==> src/rtl/multicycle_ctrl.sv <==
// -----------------------------------------------------------------------------
// multicycle_ctrl
//   Main control FSM of the multicycle RV32I core. One instruction walks through
//   FETCH -> DECODE -> (execute / memory states) -> write-back, sharing a single
//   ALU and a single memory port. Memory accesses use a req/ready handshake:
//   mem_req is held in FETCH/MEMRD/MEMWR until mem_ready is seen.
//
// Parameters
//   ST_W       width of state_dbg
//   RESET_PC   constant presented on pc_init (PC register loads it in reset)
//
// Ports
//   clk, rst_n             clock, asynchronous active-low reset
//   opcode/funct3/funct7b5 instruction fields from IR
//   br_taken               branch comparator result, used in BRANCH
//   mem_ready              memory completes the current access this cycle
//   mem_req/mem_we/adr_src memory request, store qualifier, address select
//   ir_write/pc_write      IR/oldPC load, PC load
//   reg_write              register file write enable
//   alu_src_a/alu_src_b    ALU operand selects
//   alu_op                 00 add, 01 sub, 10 decode funct fields
//   result_src             00 ALUOut, 01 MDR, 10 ALU result
//   pc_init                RESET_PC
//   illegal                sticky unsupported-opcode flag
//   state_dbg              current state encoding
// -----------------------------------------------------------------------------
module multicycle_ctrl #(
    parameter int          ST_W     = 4,
    parameter logic [31:0] RESET_PC = 32'h0000_0000
) (
    input  logic            clk,
    input  logic            rst_n,
    input  logic [6:0]      opcode,
    input  logic [2:0]      funct3,
    input  logic            funct7b5,
    input  logic            br_taken,
    input  logic            mem_ready,
    output logic            mem_req,
    output logic            mem_we,
    output logic            adr_src,
    output logic            ir_write,
    output logic            pc_write,
    output logic            reg_write,
    output logic [1:0]      alu_src_a,
    output logic [1:0]      alu_src_b,
    output logic [1:0]      alu_op,
    output logic [1:0]      result_src,
    output logic [31:0]     pc_init,
    output logic            illegal,
    output logic [ST_W-1:0] state_dbg
);

    localparam logic [3:0] S_FETCH  = 4'd0;
    localparam logic [3:0] S_DECODE = 4'd1;
    localparam logic [3:0] S_MEMADR = 4'd2;
    localparam logic [3:0] S_MEMRD  = 4'd3;
    localparam logic [3:0] S_MEMWB  = 4'd4;
    localparam logic [3:0] S_MEMWR  = 4'd5;
    localparam logic [3:0] S_EXECR  = 4'd6;
    localparam logic [3:0] S_EXECI  = 4'd7;
    localparam logic [3:0] S_ALUWB  = 4'd8;
    localparam logic [3:0] S_BRANCH = 4'd9;
    localparam logic [3:0] S_JAL    = 4'd10;
    localparam logic [3:0] S_JALR   = 4'd11;
    localparam logic [3:0] S_LUI    = 4'd12;
    localparam logic [3:0] S_AUIPC  = 4'd13;
    localparam logic [3:0] S_JALWB  = 4'd14;
    localparam logic [3:0] S_HALT   = 4'd15;

    localparam logic [6:0] OP_LOAD   = 7'b0000011;
    localparam logic [6:0] OP_STORE  = 7'b0100011;
    localparam logic [6:0] OP_REG    = 7'b0110011;
    localparam logic [6:0] OP_IMM    = 7'b0010011;
    localparam logic [6:0] OP_BRANCH = 7'b1100011;
    localparam logic [6:0] OP_JAL    = 7'b1101111;
    localparam logic [6:0] OP_JALR   = 7'b1100111;
    localparam logic [6:0] OP_LUI    = 7'b0110111;
    localparam logic [6:0] OP_AUIPC  = 7'b0010111;

    logic [3:0] state_r;
    logic [3:0] next_s;
    logic       illegal_r;

    logic       mem_req_s;
    logic       mem_we_s;
    logic       adr_src_s;
    logic       ir_write_s;
    logic       pc_write_s;
    logic       reg_write_s;
    logic [1:0] alu_src_a_s;
    logic [1:0] alu_src_b_s;
    logic [1:0] alu_op_s;
    logic [1:0] result_src_s;

    // funct3/funct7b5 are consumed by the ALU decoder, not by this FSM
    logic       unused_fields_s;
    assign unused_fields_s = ^{funct3, funct7b5};

    // State register
    always_ff @(posedge clk or negedge rst_n) begin
        if (!rst_n) begin
            state_r <= S_FETCH;
        end else begin
            state_r <= next_s;
        end
    end

    // Sticky illegal flag: any entry into HALT (bad opcode or corrupted state) sets it
    always_ff @(posedge clk or negedge rst_n) begin
        if (!rst_n) begin
            illegal_r <= 1'b0;
        end else if (next_s == S_HALT) begin
            illegal_r <= 1'b1;
        end else begin
            illegal_r <= illegal_r;
        end
    end

    // Next-state logic
    always_comb begin
        next_s = state_r;
        case (state_r)
            S_FETCH:  next_s = mem_ready ? S_DECODE : S_FETCH;
            S_DECODE: begin
                case (opcode)
                    OP_LOAD, OP_STORE: next_s = S_MEMADR;
                    OP_REG:            next_s = S_EXECR;
                    OP_IMM:            next_s = S_EXECI;
                    OP_BRANCH:         next_s = S_BRANCH;
                    OP_JAL:            next_s = S_JAL;
                    OP_JALR:           next_s = S_JALR;
                    OP_LUI:            next_s = S_LUI;
                    OP_AUIPC:          next_s = S_AUIPC;
                    default:           next_s = S_HALT;
                endcase
            end
            S_MEMADR: next_s = (opcode == OP_LOAD) ? S_MEMRD : S_MEMWR;
            S_MEMRD:  next_s = mem_ready ? S_MEMWB : S_MEMRD;
            S_MEMWB:  next_s = S_FETCH;
            S_MEMWR:  next_s = mem_ready ? S_FETCH : S_MEMWR;
            S_EXECR:  next_s = S_ALUWB;
            S_EXECI:  next_s = S_ALUWB;
            S_ALUWB:  next_s = S_FETCH;
            S_BRANCH: next_s = S_FETCH;
            // JAL writes rd from ALUOut (oldPC+4 computed here) in ALUWB
            S_JAL:    next_s = S_ALUWB;
            S_JALR:   next_s = S_JALWB;
            S_LUI:    next_s = S_ALUWB;
            S_AUIPC:  next_s = S_ALUWB;
            S_JALWB:  next_s = S_FETCH;
            S_HALT:   next_s = S_HALT;
            default:  next_s = S_HALT;
        endcase
    end

    // Output decode; everything is forced to idle while rst_n is low so an
    // in-flight memory request drops without waiting for a clock edge
    always_comb begin
        mem_req_s    = 1'b0;
        mem_we_s     = 1'b0;
        adr_src_s    = 1'b0;
        ir_write_s   = 1'b0;
        pc_write_s   = 1'b0;
        reg_write_s  = 1'b0;
        alu_src_a_s  = 2'b00;
        alu_src_b_s  = 2'b00;
        alu_op_s     = 2'b00;
        result_src_s = 2'b00;
        if (rst_n) begin
            case (state_r)
                S_FETCH: begin
                    mem_req_s = 1'b1;
                    if (mem_ready) begin
                        ir_write_s   = 1'b1;
                        pc_write_s   = 1'b1;
                        alu_src_b_s  = 2'b10;
                        result_src_s = 2'b10;
                    end else begin
                        ir_write_s   = 1'b0;
                    end
                end
                S_DECODE: begin
                    alu_src_a_s = 2'b01;
                    alu_src_b_s = 2'b01;
                end
                S_MEMADR: begin
                    alu_src_a_s = 2'b10;
                    alu_src_b_s = 2'b01;
                end
                S_MEMRD: begin
                    mem_req_s = 1'b1;
                    adr_src_s = 1'b1;
                end
                S_MEMWB: begin
                    result_src_s = 2'b01;
                    reg_write_s  = 1'b1;
                end
                S_MEMWR: begin
                    mem_req_s = 1'b1;
                    mem_we_s  = 1'b1;
                    adr_src_s = 1'b1;
                end
                S_EXECR: begin
                    alu_src_a_s = 2'b10;
                    alu_op_s    = 2'b10;
                end
                S_EXECI: begin
                    alu_src_a_s = 2'b10;
                    alu_src_b_s = 2'b01;
                    alu_op_s    = 2'b10;
                end
                S_ALUWB: begin
                    reg_write_s = 1'b1;
                end
                S_BRANCH: begin
                    alu_src_a_s = 2'b10;
                    alu_op_s    = 2'b01;
                    pc_write_s  = br_taken;
                end
                S_JAL: begin
                    alu_src_a_s = 2'b01;
                    alu_src_b_s = 2'b10;
                    pc_write_s  = 1'b1;
                end
                S_JALR: begin
                    alu_src_a_s  = 2'b10;
                    alu_src_b_s  = 2'b01;
                    result_src_s = 2'b10;
                    pc_write_s   = 1'b1;
                end
                S_JALWB: begin
                    alu_src_a_s  = 2'b01;
                    alu_src_b_s  = 2'b10;
                    result_src_s = 2'b10;
                    reg_write_s  = 1'b1;
                end
                S_LUI: begin
                    alu_src_a_s = 2'b11;
                    alu_src_b_s = 2'b01;
                end
                S_AUIPC: begin
                    alu_src_a_s = 2'b01;
                    alu_src_b_s = 2'b01;
                end
                S_HALT: begin
                    mem_req_s = 1'b0;
                end
                default: begin
                    mem_req_s = 1'b0;
                end
            endcase
        end else begin
            mem_req_s = 1'b0;
        end
    end

    assign mem_req    = mem_req_s;
    assign mem_we     = mem_we_s;
    assign adr_src    = adr_src_s;
    assign ir_write   = ir_write_s;
    assign pc_write   = pc_write_s;
    assign reg_write  = reg_write_s;
    assign alu_src_a  = alu_src_a_s;
    assign alu_src_b  = alu_src_b_s;
    assign alu_op     = alu_op_s;
    assign result_src = result_src_s;
    assign pc_init    = RESET_PC;
    assign illegal    = illegal_r;
    assign state_dbg  = ST_W'(state_r);

endmodule

==> config.mk <==
export PLATFORM = sky130hd
export DESIGN_NAME = multicycle_ctrl
export DESIGN_NICKNAME = d
export VERILOG_FILES = /design/src/rtl/multicycle_ctrl.sv
export SDC_FILE = /design/constraint.sdc
export NUM_CORES = 1
export LEC_CHECK = 0
export CAP_MARGIN = 0
export CORE_ASPECT_RATIO = 1.2
export CORE_UTILIZATION = 32
export DETAILED_ROUTE_END_ITERATION = 8
export PLACE_DENSITY_LB_ADDON = 0.12
export REMOVE_ABC_BUFFERS = 1
export SYNTH_ARGS = -nofsm -noshare
export SYNTH_HDL_FRONTEND = slang
export SYNTH_SLANG_ARGS = --single-unit
==> constraint.sdc <==
create_clock -name clk -period 1.53 [get_ports clk]
set_input_delay 0.459 -clock clk [delete_from_list [all_inputs] [get_ports clk]]
set_output_delay 0.459 -clock clk [all_outputs]
set_load 0.01 [all_outputs]
==> flow_summary.json <==
{
  "syn_inst": 131,
  "tns_ps": -4430,
  "timing.fmax_mhz": 525,
  "final_util": 0.561,
  "synthArstFlopShare": 1.00,
  "regArea_sq_um": 130,
  "place_inst": 216,
  "drc": 0,
  "syn_avg_cell_area_sq_um": 7.53,
  "hold_ws_ps": 365,
  "routed_wl_microns": 2710,
  "path_clk_slew_ps": 40,
  "cts_tree": "built",
  "synth_cell_type_count": 47,
  "fin_area_sq_um": 1610,
  "antenna_found_initial": 0,
  "drt_iter0_drc": 25,
  "skew_ps": 1.53,
  "cts_buffer_depth": 2,
  "gr-max-usage-layer": "met2",
  "cts_max_level": 1,
  "layout_commonest_cell": "conb_1",
  "nets": 216,
  "p_per_area_nw_per_um2": 1730,
  "ys_seq_area_frac": 0.127,
  "io_pins": 66,
  "wl_per_cell_microns": 11.6,
  "arrival_ps": 1450,
  "fin_cells": 234,
  "crit_path_start_kind": "input pin",
  "grt_max_degree": 10,
  "final_max_slew_viol_count": 0,
  "synth_edf_count": 0,
  "clock-sinks": 5,
  "leakage_nw": 0.795,
  "met2_usage": 0.337,
  "combPwrFrac": 0.836,
  "timing.final.crit_share": 1.24,
  "die_x_microns": 52.7,
  "setup_viol": 16,
  "p_int_mw": 1.54,
  "finalWorstSetupSlack_ps": -374,
  "ys_warn_count": 0,
  "grtUsageMet1": 0.175,
  "clk_latency_ps": 240,
  "synth_seq_cells": 5,
  "end_kind": "output port",
  "grt.met3_usage": 0.0146,
  "violations": "setup timing",
  "power_frac_seq": 0.109,
  "num-fill-cells": 285,
  "port_buffers": 29,
  "rows": 21,
  "fp.dieH_microns": 62.8,
  "min_period_ps": 1900,
  "worstPathRequired_ps": 1070,
  "p_switching_mw": 1.24,
  "syn_area_sq_um": 986,
  "grt_pass1_vias": 1035,
  "coreArea_sq_um": 2860,
  "viasPerCell": 4.56,
  "drive_above_1_share": 0.510,
  "rsz0062_at_grt": "yes",
  "grt.total_usage": 0.169,
  "dieArea_sq_um": 3310,
  "clkPwrFrac": 0.055,
  "layout_common_cells": "conb_1, buf_4, buf_2, buf_6, nand2_1",
  "gr-total-overflow": 0,
  "cts_made_buffers": 3,
  "grt_pass1_wl_microns": 4360,
  "initial_core_util": 0.344,
  "finalHoldViolCount": 0,
  "cts-root-buf": "clkbuf_4",
  "maxCapViolations": 0,
  "multiInputGateArea_sq_um": 806,
  "area_delta_synth_final_pct": 62.8,
  "critical_path_class": "in -> out",
  "place_area_sq_um": 1350,
  "peakVddDrop_mv": 0.751,
  "ant_nets": 0,
  "switching_share": 0.446,
  "diodes": 0,
  "vias": 1067,
  "cp_max_fo": 1,
  "run_status": "finished, violations left",
  "place.gp.congestion": 0.734,
  "ys.flop_type": "dfrtp_1",
  "dp_hpwl_microns": 1940,
  "hold_path.class": "in -> async",
  "dr.pass1.iters": 3
}
## synthesized netlist by cell type, types with 2 or more instances
| library cell | n | area [sq um] |
|---|---|---|
| a31oi_1 | 2 | 12.5 |
| clkbuf_8 | 3 | 41.3 |
| dfrtp_1 | 5 | 125 |
| inv_1 | 3 | 11.3 |
| nor3b_1 | 2 | 15.0 |
| xor2_1 | 2 | 17.5 |
| a211oi_1 | 2 | 15.0 |
| nand2b_1 | 3 | 18.8 |
| nand2_1 | 12 | 45.0 |
| buf_4 | 32 | 240 |
| and3_1 | 2 | 12.5 |
| o21ai_0 | 2 | 10.0 |
| nor2_1 | 9 | 33.8 |
| and2_1 | 2 | 12.5 |
| a21oi_1 | 8 | 40.0 |
| clkbuf_1 | 2 | 7.51 |
| nor3_1 | 3 | 15.0 |
| nor2b_1 | 8 | 50.1 |
## power by group through the flow
stage	clock, mW	combinational [mW]	sequential (mW)
global route	0.165	2.52	0.310
CTS	0.154	2.14	0.293
finish	0.152	2.32	0.301
global placement	0	1.74	0.291
detailed placement	0	1.76	0.287
floorplan	0	0.698	0.427
## final cells by class
| cell class | count | area share |
|---|---|---|
| inverter | 3 | 0.00857 |
| sequential | 5 | 0.0811 |
| tap | 34 | 0.0265 |
| timing repair buffer | 74 | 0.366 |
| multi-input combinational | 114 | 0.502 |
| clock buffer | 4 | 0.0164 |
## final timing paths
check | start | slack (ps) | endpoint | depth (start not counted)
worst max-delay path | br_taken | -370 | pc_write | 6
worst min-delay path | rst_n | 370 | state_dbg[0] | 2
worst max register to register | state_dbg[2] | -100 | illegal | 7
worst min register to register | illegal | 470 | illegal | 1
max in group asynchronous | rst_n | 1030 | state_dbg[3] | 2
min in group clk | illegal | 470 | illegal | 1
## layer usage
| metal | vias up | wire, microns |
|---|---|---|
| li1 | 530 | - |
| met1 | 485 | 988 |
| met2 | 48 | 1560 |
| met3 | 4 | 134 |
| met4 | 0 | 30 |
| met5 | - | 0 |
## metrics by stage
| step | worst slack (ps) | power [mW] |
|---|---|---|
| final | -374 | 2.78 |
| after global routing | -435 | 2.99 |
| after floorplan | -329 | 1.13 |
| after global placement | -894 | 2.03 |
| after CTS | -410 | 2.59 |
| after detailed placement | -970 | 2.04 |
## worst max-delay path, cell delays in order
cell	delay (ps)
clkdlybuf4s50_1	460
a21oi_1	60
nor2_1	110
a21oi_2	50
nor3b_2	160
buf_2	150
## state kept, by name, summed over array words and instances, names as in the netlist
name,cells
illegal,1
state_dbg,4
## what timing repair did
item / 4_1_cts / 5_1_grt
setup endpoints to repair: 23 / 19
pin swaps: 17 / 8
buffers inserted: 13 / 2
resized for setup: 126 / 20
hold buffers: 0 / 0
## kinds of logic (layout without fill, tap and decap cells)
kind of cell | Yosys count | after routing | synth area share
buffers and inverters | 43 | 81 | 0.336
other | 1 | 32 | 0.00380
DFF | 5 | 5 | 0.127
muxes | 1 | 1 | 0.0102
and+or+nand+nor | 51 | 51 | 0.297
xor gates and xnor gates | 3 | 3 | 0.0267
AOI/OAI and AO/OA | 27 | 27 | 0.199
(Power assumes the default switching activity.)
